===== config.mk =====
export PLATFORM = sky130hd
export DESIGN_NAME = lsu_mem_if
export DESIGN_NICKNAME = d
export VERILOG_FILES = /design/src/rtl/lsu_mem_if.sv
export SDC_FILE = /design/constraint.sdc
export NUM_CORES = 1
export LEC_CHECK = 0
export CAP_MARGIN = 20
export CELL_PAD_IN_SITES_DETAIL_PLACEMENT = 0
export CELL_PAD_IN_SITES_GLOBAL_PLACEMENT = 1
export CORE_UTILIZATION = 45
export CTS_BUF_LIST = sky130_fd_sc_hd__clkbuf_8
export CTS_CLUSTER_DIAMETER = 80
export CTS_CLUSTER_SIZE = 14
export DETAILED_ROUTE_END_ITERATION = 12
export DONT_BUFFER_PORTS = 1
export PLACE_DENSITY = 0.79
export SLEW_MARGIN = 20
export SYNTH_ARGS = -nofsm -noshare
export SYNTH_HDL_FRONTEND = slang
export SYNTH_SLANG_ARGS = --single-unit

===== constraint.sdc =====
create_clock -name clk -period 4.8 [get_ports clk]
set_input_delay 0.96 -clock clk [delete_from_list [all_inputs] [get_ports clk]]
set_output_delay 0.96 -clock clk [all_outputs]
set_load 0.005 [all_outputs]

===== src/rtl/lsu_mem_if.sv =====
// Load/store unit bridging the X stage to a single-port data memory with valid/ready wait states.
// Optional watchdog on the memory access is enabled by defining LSU_TIMEOUT_EN.
module lsu_mem_if #(
    parameter int TIMEOUT_CYCLES = 255
) (
    input  logic        clk,
    input  logic        reset,
    input  logic        req_valid,
    input  logic        req_write,
    input  logic [2:0]  req_funct3,
    input  logic [31:0] req_addr,
    input  logic [31:0] req_wdata,
    input  logic [4:0]  req_rd,
    output logic        stall,
    output logic        resp_valid,
    output logic [31:0] resp_rdata,
    output logic [4:0]  resp_rd,
    output logic        lsu_err,
    output logic        mem_req,
    output logic        mem_we,
    output logic [31:0] mem_addr,
    output logic [3:0]  mem_be,
    output logic [31:0] mem_wdata,
    input  logic        mem_ready,
    input  logic [31:0] mem_rdata
);

    typedef enum logic [1:0] {IDLE, ACCESS, RESP} lsuState_t;

    lsuState_t   state, nextState;
    logic        weQ;
    logic [2:0]  funct3Q;
    logic [1:0]  laneQ;
    logic [4:0]  rdQ;
    logic [31:0] memAddrQ, memWdataQ, respRdataQ;
    logic [3:0]  memBeQ;
    logic [4:0]  respRdQ;
    logic        lsuErrQ;
    logic        reqLegal, reqAligned;
    logic        accept, reject, loadDone, timeoutHit;

    function automatic logic [3:0] storeBe(input logic [2:0] f3, input logic [1:0] lane);
        case (f3[1:0])
            2'b00:   storeBe = 4'b0001 << lane;
            2'b01:   storeBe = lane[1] ? 4'b1100 : 4'b0011;
            default: storeBe = 4'b1111;
        endcase
    endfunction

    function automatic logic [31:0] storeData(input logic [2:0] f3, input logic [31:0] wdata);
        case (f3[1:0])
            2'b00:   storeData = {4{wdata[7:0]}};
            2'b01:   storeData = {2{wdata[15:0]}};
            default: storeData = wdata;
        endcase
    endfunction

    function automatic logic [31:0] loadExtend(input logic [2:0] f3, input logic [1:0] lane,
                                               input logic [31:0] word);
        logic [31:0] shifted;
        shifted = word >> {lane, 3'b000};
        case (f3)
            3'b000:  loadExtend = {{24{shifted[7]}}, shifted[7:0]};
            3'b001:  loadExtend = {{16{shifted[15]}}, shifted[15:0]};
            3'b100:  loadExtend = {24'd0, shifted[7:0]};
            3'b101:  loadExtend = {16'd0, shifted[15:0]};
            default: loadExtend = word;
        endcase
    endfunction

    always_comb begin
        case (req_funct3)
            3'b000, 3'b001, 3'b010: reqLegal = 1'b1;
            3'b100, 3'b101:         reqLegal = ~req_write;
            default:                reqLegal = 1'b0;
        endcase
        case (req_funct3[1:0])
            2'b01:   reqAligned = ~req_addr[0];
            2'b10:   reqAligned = (req_addr[1:0] == 2'b00);
            default: reqAligned = 1'b1;
        endcase
    end

`ifdef LSU_TIMEOUT_EN
    localparam int CNT_W = ($clog2(TIMEOUT_CYCLES + 1) > 8) ? $clog2(TIMEOUT_CYCLES + 1) : 8;
    logic [CNT_W-1:0] waitCnt;

    assign timeoutHit = (state == ACCESS) && !mem_ready && (waitCnt == CNT_W'(TIMEOUT_CYCLES - 1));

    // Counter sits at zero outside ACCESS, so every entry starts a fresh count.
    always_ff @(posedge clk) begin
        if (reset || state != ACCESS) begin
            waitCnt <= '0;
        end else if (!mem_ready) begin
            waitCnt <= waitCnt + 1'b1;
        end
    end
`else
    localparam int unusedTimeoutCycles = TIMEOUT_CYCLES;
    assign timeoutHit = 1'b0;
`endif

    always_comb begin
        nextState = state;
        stall     = 1'b0;
        accept    = 1'b0;
        reject    = 1'b0;
        loadDone  = 1'b0;
        case (state)
            IDLE, RESP: begin
                nextState = IDLE;
                if (req_valid) begin
                    if (reqLegal && reqAligned) begin
                        accept    = 1'b1;
                        stall     = 1'b1;
                        nextState = ACCESS;
                    end else begin
                        reject = 1'b1;
                    end
                end
            end
            ACCESS: begin
                stall = ~mem_ready & ~timeoutHit;
                if (mem_ready) begin
                    loadDone  = ~weQ;
                    nextState = weQ ? IDLE : RESP;
                end else if (timeoutHit) begin
                    nextState = IDLE;
                end
            end
            default: nextState = IDLE;
        endcase
    end

    always_ff @(posedge clk) begin
        if (reset) begin
            state      <= IDLE;
            lsuErrQ    <= 1'b0;
            weQ        <= 1'b0;
            funct3Q    <= 3'd0;
            laneQ      <= 2'd0;
            rdQ        <= 5'd0;
            memAddrQ   <= 32'd0;
            memBeQ     <= 4'd0;
            memWdataQ  <= 32'd0;
            respRdataQ <= 32'd0;
            respRdQ    <= 5'd0;
        end else begin
            state   <= nextState;
            lsuErrQ <= reject | timeoutHit;
            if (accept) begin
                weQ       <= req_write;
                funct3Q   <= req_funct3;
                laneQ     <= req_addr[1:0];
                rdQ       <= req_rd;
                memAddrQ  <= {req_addr[31:2], 2'b00};
                memBeQ    <= req_write ? storeBe(req_funct3, req_addr[1:0]) : 4'b1111;
                memWdataQ <= storeData(req_funct3, req_wdata);
            end
            // Response registers only move on load completion so they hold between pulses.
            if (loadDone) begin
                respRdataQ <= loadExtend(funct3Q, laneQ, mem_rdata);
                respRdQ    <= rdQ;
            end
        end
    end

    assign mem_req    = (state == ACCESS);
    assign mem_we     = mem_req & weQ;
    assign mem_addr   = memAddrQ;
    assign mem_be     = memBeQ;
    assign mem_wdata  = memWdataQ;
    assign resp_valid = (state == RESP);
    assign resp_rdata = respRdataQ;
    assign resp_rd    = respRdQ;
    assign lsu_err    = lsuErrQ;

endmodule

Yosys cells after proc, flatten, opt, wreduce, memory -nomap -nowiden
Cells that the tools add are included.
{ "op_classes": {"n_eq_ne": 12, "shift": 2, "muxes": 19, "bitwise": 7, "n_reduce_logical": 10} }
{ "op_table": {"columns": ["operator", "count"], "rows": [
  ["$pmux W32 S4", 1],
  ["$pmux W32 S2", 1],
  ["$shr A32 B5 Y16", 1],
  ["$eq A3 B3 Y1 const B", 4],
  ["$mux W1", 8],
  ["$mux W4", 2],
  ["$pmux W4 S2", 1],
  ["$eq A3 B1 Y1 const B", 2],
  ["$logic_not A2 Y1", 3],
  ["$logic_not A3 Y1", 2],
  ["$not A1 Y1", 6],
  ["$pmux W1 S2", 3],
  ["$reduce_or A3 Y1", 2],
  ["$eq A2 B1 Y1 const B", 2],
  ["$eq A2 B2 Y1 const B", 2],
  ["$mux W2", 2],
  ["$pmux W2 S2", 1],
  ["$reduce_or A2 Y1", 2],
  ["$shl A1 B2 Y4 const A", 1],
  ["$eq A3 B2 Y1 const B", 1],
  ["$ne A2 B1 Y1 const B", 1],
  ["$and A1 B1 Y1", 1],
  ["$logic_and A1 B1 Y1", 1]
]} }
{ "word_totals": {"ff_bits": 117, "inputBits": 109, "output_inout_bits": 110, "elab_cells": 61} }

Logic depth before layout (Yosys ltp)
Gate-level depths: netlist of run 1.
{ "logic_depth": {"word_depth": 7, "mapped_depth": 10} }

Worst setup path after synthesis of run 1
No wires, ideal clock.
{ "synth_path": {"path_kind": "input to output", "startpoint": "in req_funct3[1]", "endpoint": "out stall", "t_arrival_ns": 2.722, "setup_slack_ns": 1.118, "cell_stages": 10, "path_buffers": 4, "path_cell_list": "clkbuf_1 > inv_1 > ha_1 > clkbuf_1 > nor2_1 > o22ai_1 > clkbuf_1 > clkbuf_1 > nand2_1 > nand2_1"} }
{ "synth_via": {"elab_chain_len": 7} }
{ "synth_rtl": {"columns": ["element", "line_no", "text"], "rows": [
  ["start: declaration", "10", "input logic [2:0] req_funct3,"],
  ["$eq A3 B1 Y1 (tied with other cells)", "72", "case (req_funct3)"],
  ["$reduce_or A3 Y1 / $reduce_or A2 Y1 (equally long branches)", "72", null],
  ["$pmux W1 S2", "72", null],
  ["$logic_and A1 B1 Y1 *", "113", "if (reqLegal && reqAligned) begin"],
  ["$mux W1 *", "113", null],
  ["$mux W1 *", "112", "if (req_valid) begin"],
  ["$pmux W1 S2 *", "109", "case (state)"],
  ["end: declaration", "14", "output logic stall,"]
]} }
Mark *: on every way between the ends. The rest lies on a longest branch, timed or not.

Worst setup path after layout of run 1
Ends and elaborated chain as after synthesis.

==> results of run 1 <==
## final timing paths
check | end | cells after the start | slack, ns
hold reg to reg | resp_rd[0]$_SDFFE_PP0P_ | 2 | 0.45
hold / removal | resp_rd[0]$_SDFFE_PP0P_ | 2 | 0.45
setup / recovery | stall | 6 | 1.64
setup reg to reg | resp_rdata[26]$_SDFFE_PP0P_ | 3 | 2.31
## cell families after synthesis
group,after synthesis,share of synthesized area
other,1,0.0007062
multiplexers,21,0.04194
adder cells (fa/ha/maj),3,0.007070
AND/OR/NAND/NOR,155,0.1402
flip-flops,117,0.4411
buffers and inverters,73,0.06126
AO/OA/AOI/OAI,261,0.3077
## metal layers
metal / GRT usage / up-vias / part of all wire
met1: 0.2729 / 2224 / 0.38
met5: 0 / - / 0
li1: - / 2234 / -
met3: 0.1175 / 19 / 0.11
met2: 0.4112 / 218 / 0.49
met4: 0.09156 / 0 / 0.017
## registers in the layout (all words and copies together), names as in the netlist
| name | flops |
|---|---|
| mem_wdata | 32 |
| weQ | 1 |
| mem_be | 4 |
| state | 2 |
| funct3Q | 3 |
| laneQ | 2 |
| lsu_err | 1 |
| resp_rd | 5 |
| rdQ | 5 |
| resp_rdata | 32 |
| mem_addr | 30 |
## cell usage in the layout (no fill, tap or decap), types with 10 or more instances in the layout
cell      count
nand3_1      50
o21ai_0      60
a311oi_1     18
a211oi_2     10
nor2_1       23
a211oi_1     17
dfxtp_1     117
nand2_1      46
mux2i_1      20
clkbuf_8     22
nand2b_1     17
a21oi_1     113
## cell usage after synthesis, drive strengths merged, types with 3 or more instances
library cell    n  area share
o2bb2ai         7       0.012
a211oi         27       0.048
nand3          50       0.047
nor2b           3      0.0035
nor2           23       0.016
inv             3      0.0021
dfxtp         117        0.44
a311oi         18       0.030
nand2b         17       0.020
a2bb2oi         7       0.012
o221ai          7       0.012
o21ai          60       0.057
mux2i          20       0.038
nor3b           4      0.0057
nand2          46       0.033
a221oi          8       0.013
clkbuf         59       0.042
a21oi         113        0.11
nor3            3      0.0028
buf            11       0.017
a22oi           8       0.011
ha              3      0.0071
## layout make-up
type,count,area share
Tap cell,143,0.03167
Clock buffer,22,0.05360
Inverter,3,0.001993
Timing Repair Buffer,8,0.01063
Multi-Input combinational cell,442,0.4735
Clock inverter,10,0.01395
Sequential cell,117,0.4146
## critical path, cell delays in order
cell      delay [ns]
inv_1           0.05
ha_1            0.50
nand2b_1        0.22
a31oi_4         0.22
nand2_1         0.13
nand2_1         0.11
## per-stage QoR
step | instances | power [W]
finish | 745 | 0.002172
global route | 745 | 0.002269
CTS | 745 | 0.002190
detailed placement | 713 | 0.001324
global placement | 713 | 0.001316
floorplan | 632 | 0.001290
## where the power goes
group | switching, W | internal (W)
logic | 0.000153 | 0.0000848
clock network | 0.000400 | 0.000470
registers | 0.0000444 | 0.00102
==> impl_metrics.csv, run 1 <==
group,metric,value,unit
status,status,"finished, final reports clean",
cts,h-tree-depth,4,
die,die_w,110.6,µm
synth,synth-edff-count,0,
layout,fin_nets,701,
placement,gp_congestion,0.7869,
global_route,grt_pass1_vias,4600,
synth,async_flop_share,0,
die,die_height,110.6,µm
layout,area_growth,6.386,%
sta,fin_crit_sh,0.6583,
placement,place_area,0.005268,mm²
power_and_ir_drop,static-leakage-power,1.790,nW
sta,period_minus_slack,3.160,ns
sta,fin_skew,0.007023,ns
worst_setup_path,cp-start-kind,"primary input",
cts,cts_hold_buffers,0,
die,ioPinCount,219,
global_route,grt_pass1_wl,24.10,mm
global_route,grt.overflow.total,0,
sta,setup_violations,0,
sta,max_freq,316.5,MHz
global_route,antenna_found_initial,0,
layout,drive_gt1_frac,0.08970,
die,rows,39,
synth,ys.flop_type,"dfxtp_1",
worst_setup_path,crit_path_start,"req_funct3[1]",
route,antenna_left,0,
cts,cts_sinks,117,
cts,cts_buffer_depth,2,
layout,seqCellArea,0.002342,mm²
cts,ctsResizeCount,0,
layout,fin_area,0.005649,mm²
layout,fill_cells,1107,
sta,max-slew-margin-rel,0.2971,
route,routed_wirelength,14.99,mm
sta,hold_violations,0,
route,drc,0,
synth,ys_seq_elements,117,
cts,post-cts-setup-buffers,0,
cts,tritoncts,"built",
cts,clockRootBuffer,"clkbuf_8",
sta,fin_setup_tns,0,ns
die,design.core.area,0.01147,mm²
die,dieArea,0.01224,mm²
worst_setup_path,r2r-start,"laneQ[1]$_SDFFE_PP0P_",
route,first_iter_violations,329,
route,wl_per_cell,20.11,µm
run,max-cap-violations,0,
sta,rsz0062_at_grt,"no",
cts,cts_buffers,17,
power_and_ir_drop,vdd_drop_max,0.2173,mV
hold_path,hold_path_class,"reg2reg",
worst_setup_path,critical_path_class,"in2out",
synth,synth.avg_cell_area,8.415,µm²
layout,diodes,0,
placement,dp_slack,1.482,ns
sta,fin_ws,1.640,ns
global_route,grt_max_degree,118,
placement,dpl.hpwl,9.734,mm
die,start_util,0.4631,
placement,io_buffers,0,
sta,worst_pin_slew,1.053,ns
layout,multi_input_area,0.002675,mm²
worst_setup_path,cp_max_fo,16,
route,vias,4695,
synth,syn-cell-area,0.005310,mm²
worst_setup_path,arrival,2.20,ns
power_and_ir_drop,p_per_area,384.5,mW/mm²
worst_setup_path,end_kind,"output port",
synth,synth_cell_types,43,
global_route,track_usage,0.2471,
sta,slew_violations,0,
worst_setup_path,cp.required,3.84,ns
synth,netlist_instances,631,
sta,whs,0.4479,ns
hold_path,hold_start,"rdQ[0]$_SDFFE_PP0P_",
route,via_per_inst,6.302,
synth,yosys_warnings,0,
cts,clkTransAtPathRegs,0.07,ns
route,firstDrtPassIters,5,
cts,worstSkewPairLatency,0.44,ns
synth,ys_seq_area_frac,0.4411,
layout,final_core_util,0.4926,
(Power assumes the default switching activity.)
==> run 2: changes to the inputs <==
==> constraint.sdc (replaced) <==
create_clock -name clk -period 3.1 [get_ports clk]
set_input_delay 0.62 -clock clk [delete_from_list [all_inputs] [get_ports clk]]
set_output_delay 0.62 -clock clk [all_outputs]
set_load 0.005 [all_outputs]
==> run 2 against run 1 <==
Net effect: die area unchanged; sequential share of layout area decreased by 0.15 points; highest routed layer unchanged; clock skew down 0.0021 ns; clock power grew 44%; critical path type unchanged.
==> impl_metrics.csv, run 2 (synthesis results as in run 1) <==
group,metric,value,unit
status,status,"finished, final reports clean",
hold_path,hold_path_class,"in2reg",
cts,cts_buffers,17,
power_and_ir_drop,pwr-share-comb,0.118,
route,drc,0,
placement,io_buffers,0,
layout,final_cell_count_no_fill,749,
layout,diodes,0,
sta,fin_setup_tns,0,ns
cts,h-tree-depth,4,
worst_setup_path,crit_chain,"inv_1, ha_1, or3b_1, a31oi_4, nand2_1, nand2_1",
worst_setup_path,reg2regPathDepth,4,
layout,area_growth,6.763,%
cts,tritoncts,"built",
route,antenna_left,0,
cts,post-cts-setup-buffers,0,
die,rows,39,
cts,clockRootBuffer,"clkbuf_8",
worst_setup_path,cp-start-kind,"primary input",
layout,fin_nets,707,
die,ioPinCount,219,
worst_setup_path,end_kind,"output port",
run,max-cap-violations,0,
placement,dpl.hpwl,10.25,mm
sta,slew_violations,0,
power_and_ir_drop,static-leakage-power,1.824,nW
global_route,grt_max_degree,118,
power_and_ir_drop,p_clk_frac,0.380,
die,design.core.area,0.01147,mm²
route,via_per_inst,6.319,
route,routed_wirelength,15.22,mm
placement,gp_congestion,0.8052,
sta,fin_crit_sh,0.7583,
sta,period_minus_slack,2.351,ns
cts,clkTransAtPathRegs,0.06,ns
placement,dp.cells,719,
cts,cts_sinks,117,
sta,setup_violations,0,
global_route,antenna_found_initial,0,
cts,ctsResizeCount,0,
power_and_ir_drop,p_switching,0.0008868,W
cts,cts_hold_buffers,0,
power_and_ir_drop,pwr-share-seq,0.502,
sta,max_freq,425.4,MHz
sta,rsz0062_at_grt,"no",
hold_path,whs_path_depth,1,
power_and_ir_drop,p_per_area,577.3,mW/mm²
worst_setup_path,slowest_delay,0.41,ns
power_and_ir_drop,p_sw_frac,0.2710,
layout,layout_common_cells,"117 x dfxtp_1, 113 x a21oi_1, 60 x o21ai_0",
worst_setup_path,cp.required,2.48,ns
global_route,grt.overflow.total,0,
worst_setup_path,arrival,1.73,ns
route,firstDrtPassIters,7,
sta,fin_skew,0.004952,ns
worst_setup_path,path_depth,6,
die,dieArea,0.01224,mm²
sta,worst_pin_slew,0.8806,ns
sta,max-slew-margin-rel,0.4084,
layout,drive_gt1_frac,0.08911,
worst_setup_path,critical_path_class,"in2out",
die,start_util,0.4631,
route,vias,4733,
worst_setup_path,worst_path_max_delay_cell,"or3b_1",
worst_setup_path,cp_max_fo,3,
die,die_w,110.6,µm
worst_setup_path,cp_common_cell,"nand2_1",
route,first_iter_violations,271,
worst_setup_path,crit_family,"simple AND/OR/NAND/NOR gates",
layout,layout_commonest_cell,"dfxtp_1",
sta,hold_violations,0,
global_route,grt_pass1_vias,4606,
power_and_ir_drop,internal-power,0.002386,W
global_route,grt_pass1_wl,24.29,mm
global_route,track_usage,0.2500,
die,die_height,110.6,µm
worst_setup_path,critPathBufInv,1,
layout,fill_cells,1131,
cts,cts_buffer_depth,2,
power_and_ir_drop,vdd_drop_max,0.3709,mV
cts,worstSkewPairLatency,0.44,ns
route,wl_per_cell,20.33,µm
==> run 2: routing by layer <==
metal | vias to the layer above | track usage | wire, µm | part of all wire
met2 | 200 | 0.4273 | 7639 | 0.50
met4 | 0 | 0.09867 | 288 | 0.019
met5 | - | 0 | 0 | 0
met3 | 25 | 0.1186 | 1681 | 0.11
met1 | 2261 | 0.2645 | 5615 | 0.37
li1 | 2247 | - | - | -
==> run 2: layout make-up <==
class	instances	area, µm²	area share
sequential	117	2342	0.4132
timing repair buffer	14	117.6	0.02075
clock inverter	10	68.82	0.01214
clock buffer	20	275.3	0.04855
multi-input combinational	442	2675	0.4719
tap	143	178.9	0.03156
inverter	3	11.26	0.001986
==> run 2: worst paths after layout <==
path	start	end	slack, ns
worst max-delay path	req_funct3[0]	stall	0.75
worst max register to register	laneQ[0]$_SDFFE_PP0P_	resp_rdata[26]$_SDFFE_PP0P_	0.93
worst min register to register	rdQ[1]$_SDFFE_PP0P_	resp_rd[1]$_SDFFE_PP0P_	0.45
worst min-delay path	reset	resp_rdata[22]$_SDFFE_PP0P_	0.24
==> run 2: power by group through the flow <==
| stage | Sequential [W] | Clock [W] | Combinational (W) |
|---|---|---|---|
| finish | 0.00164 | 0.00125 | 0.000385 |
| detailed placement | 0.00168 | 0 | 0.000386 |
| global route | 0.00165 | 0.00135 | 0.000433 |
| CTS | 0.00164 | 0.00127 | 0.000386 |
| global placement | 0.00167 | 0 | 0.000373 |
| floorplan | 0.00165 | 0 | 0.000345 |
==> run 2: worst register-to-register path: stages (launching register included) <==
cell and delay (ns):
dfxtp_1 0.47, mux2i_1 0.17, mux4_2 0.47, or3_1 0.65, a211oi_1 0.33
==> run 2: through the flow <==
stage | total power (W) | cell area, µm² | hold slack [ns] | util | setup slack (ns)
finish | 0.003273 | 5669 | 0.2449 | 0.4944 | 0.7494
global route | 0.003429 | 5669 | 0.2225 | 0.4944 | 0.6576
floorplan | 0.001997 | 5314 | 0.4284 | - | 0.09760
CTS | 0.003297 | 5669 | 0.2189 | 0.4944 | 0.7342
global placement | 0.002046 | 5325 | 0.4292 | 0.4644 | 0.6112
detailed placement | 0.002061 | 5325 | 0.4375 | 0.4644 | 0.5520
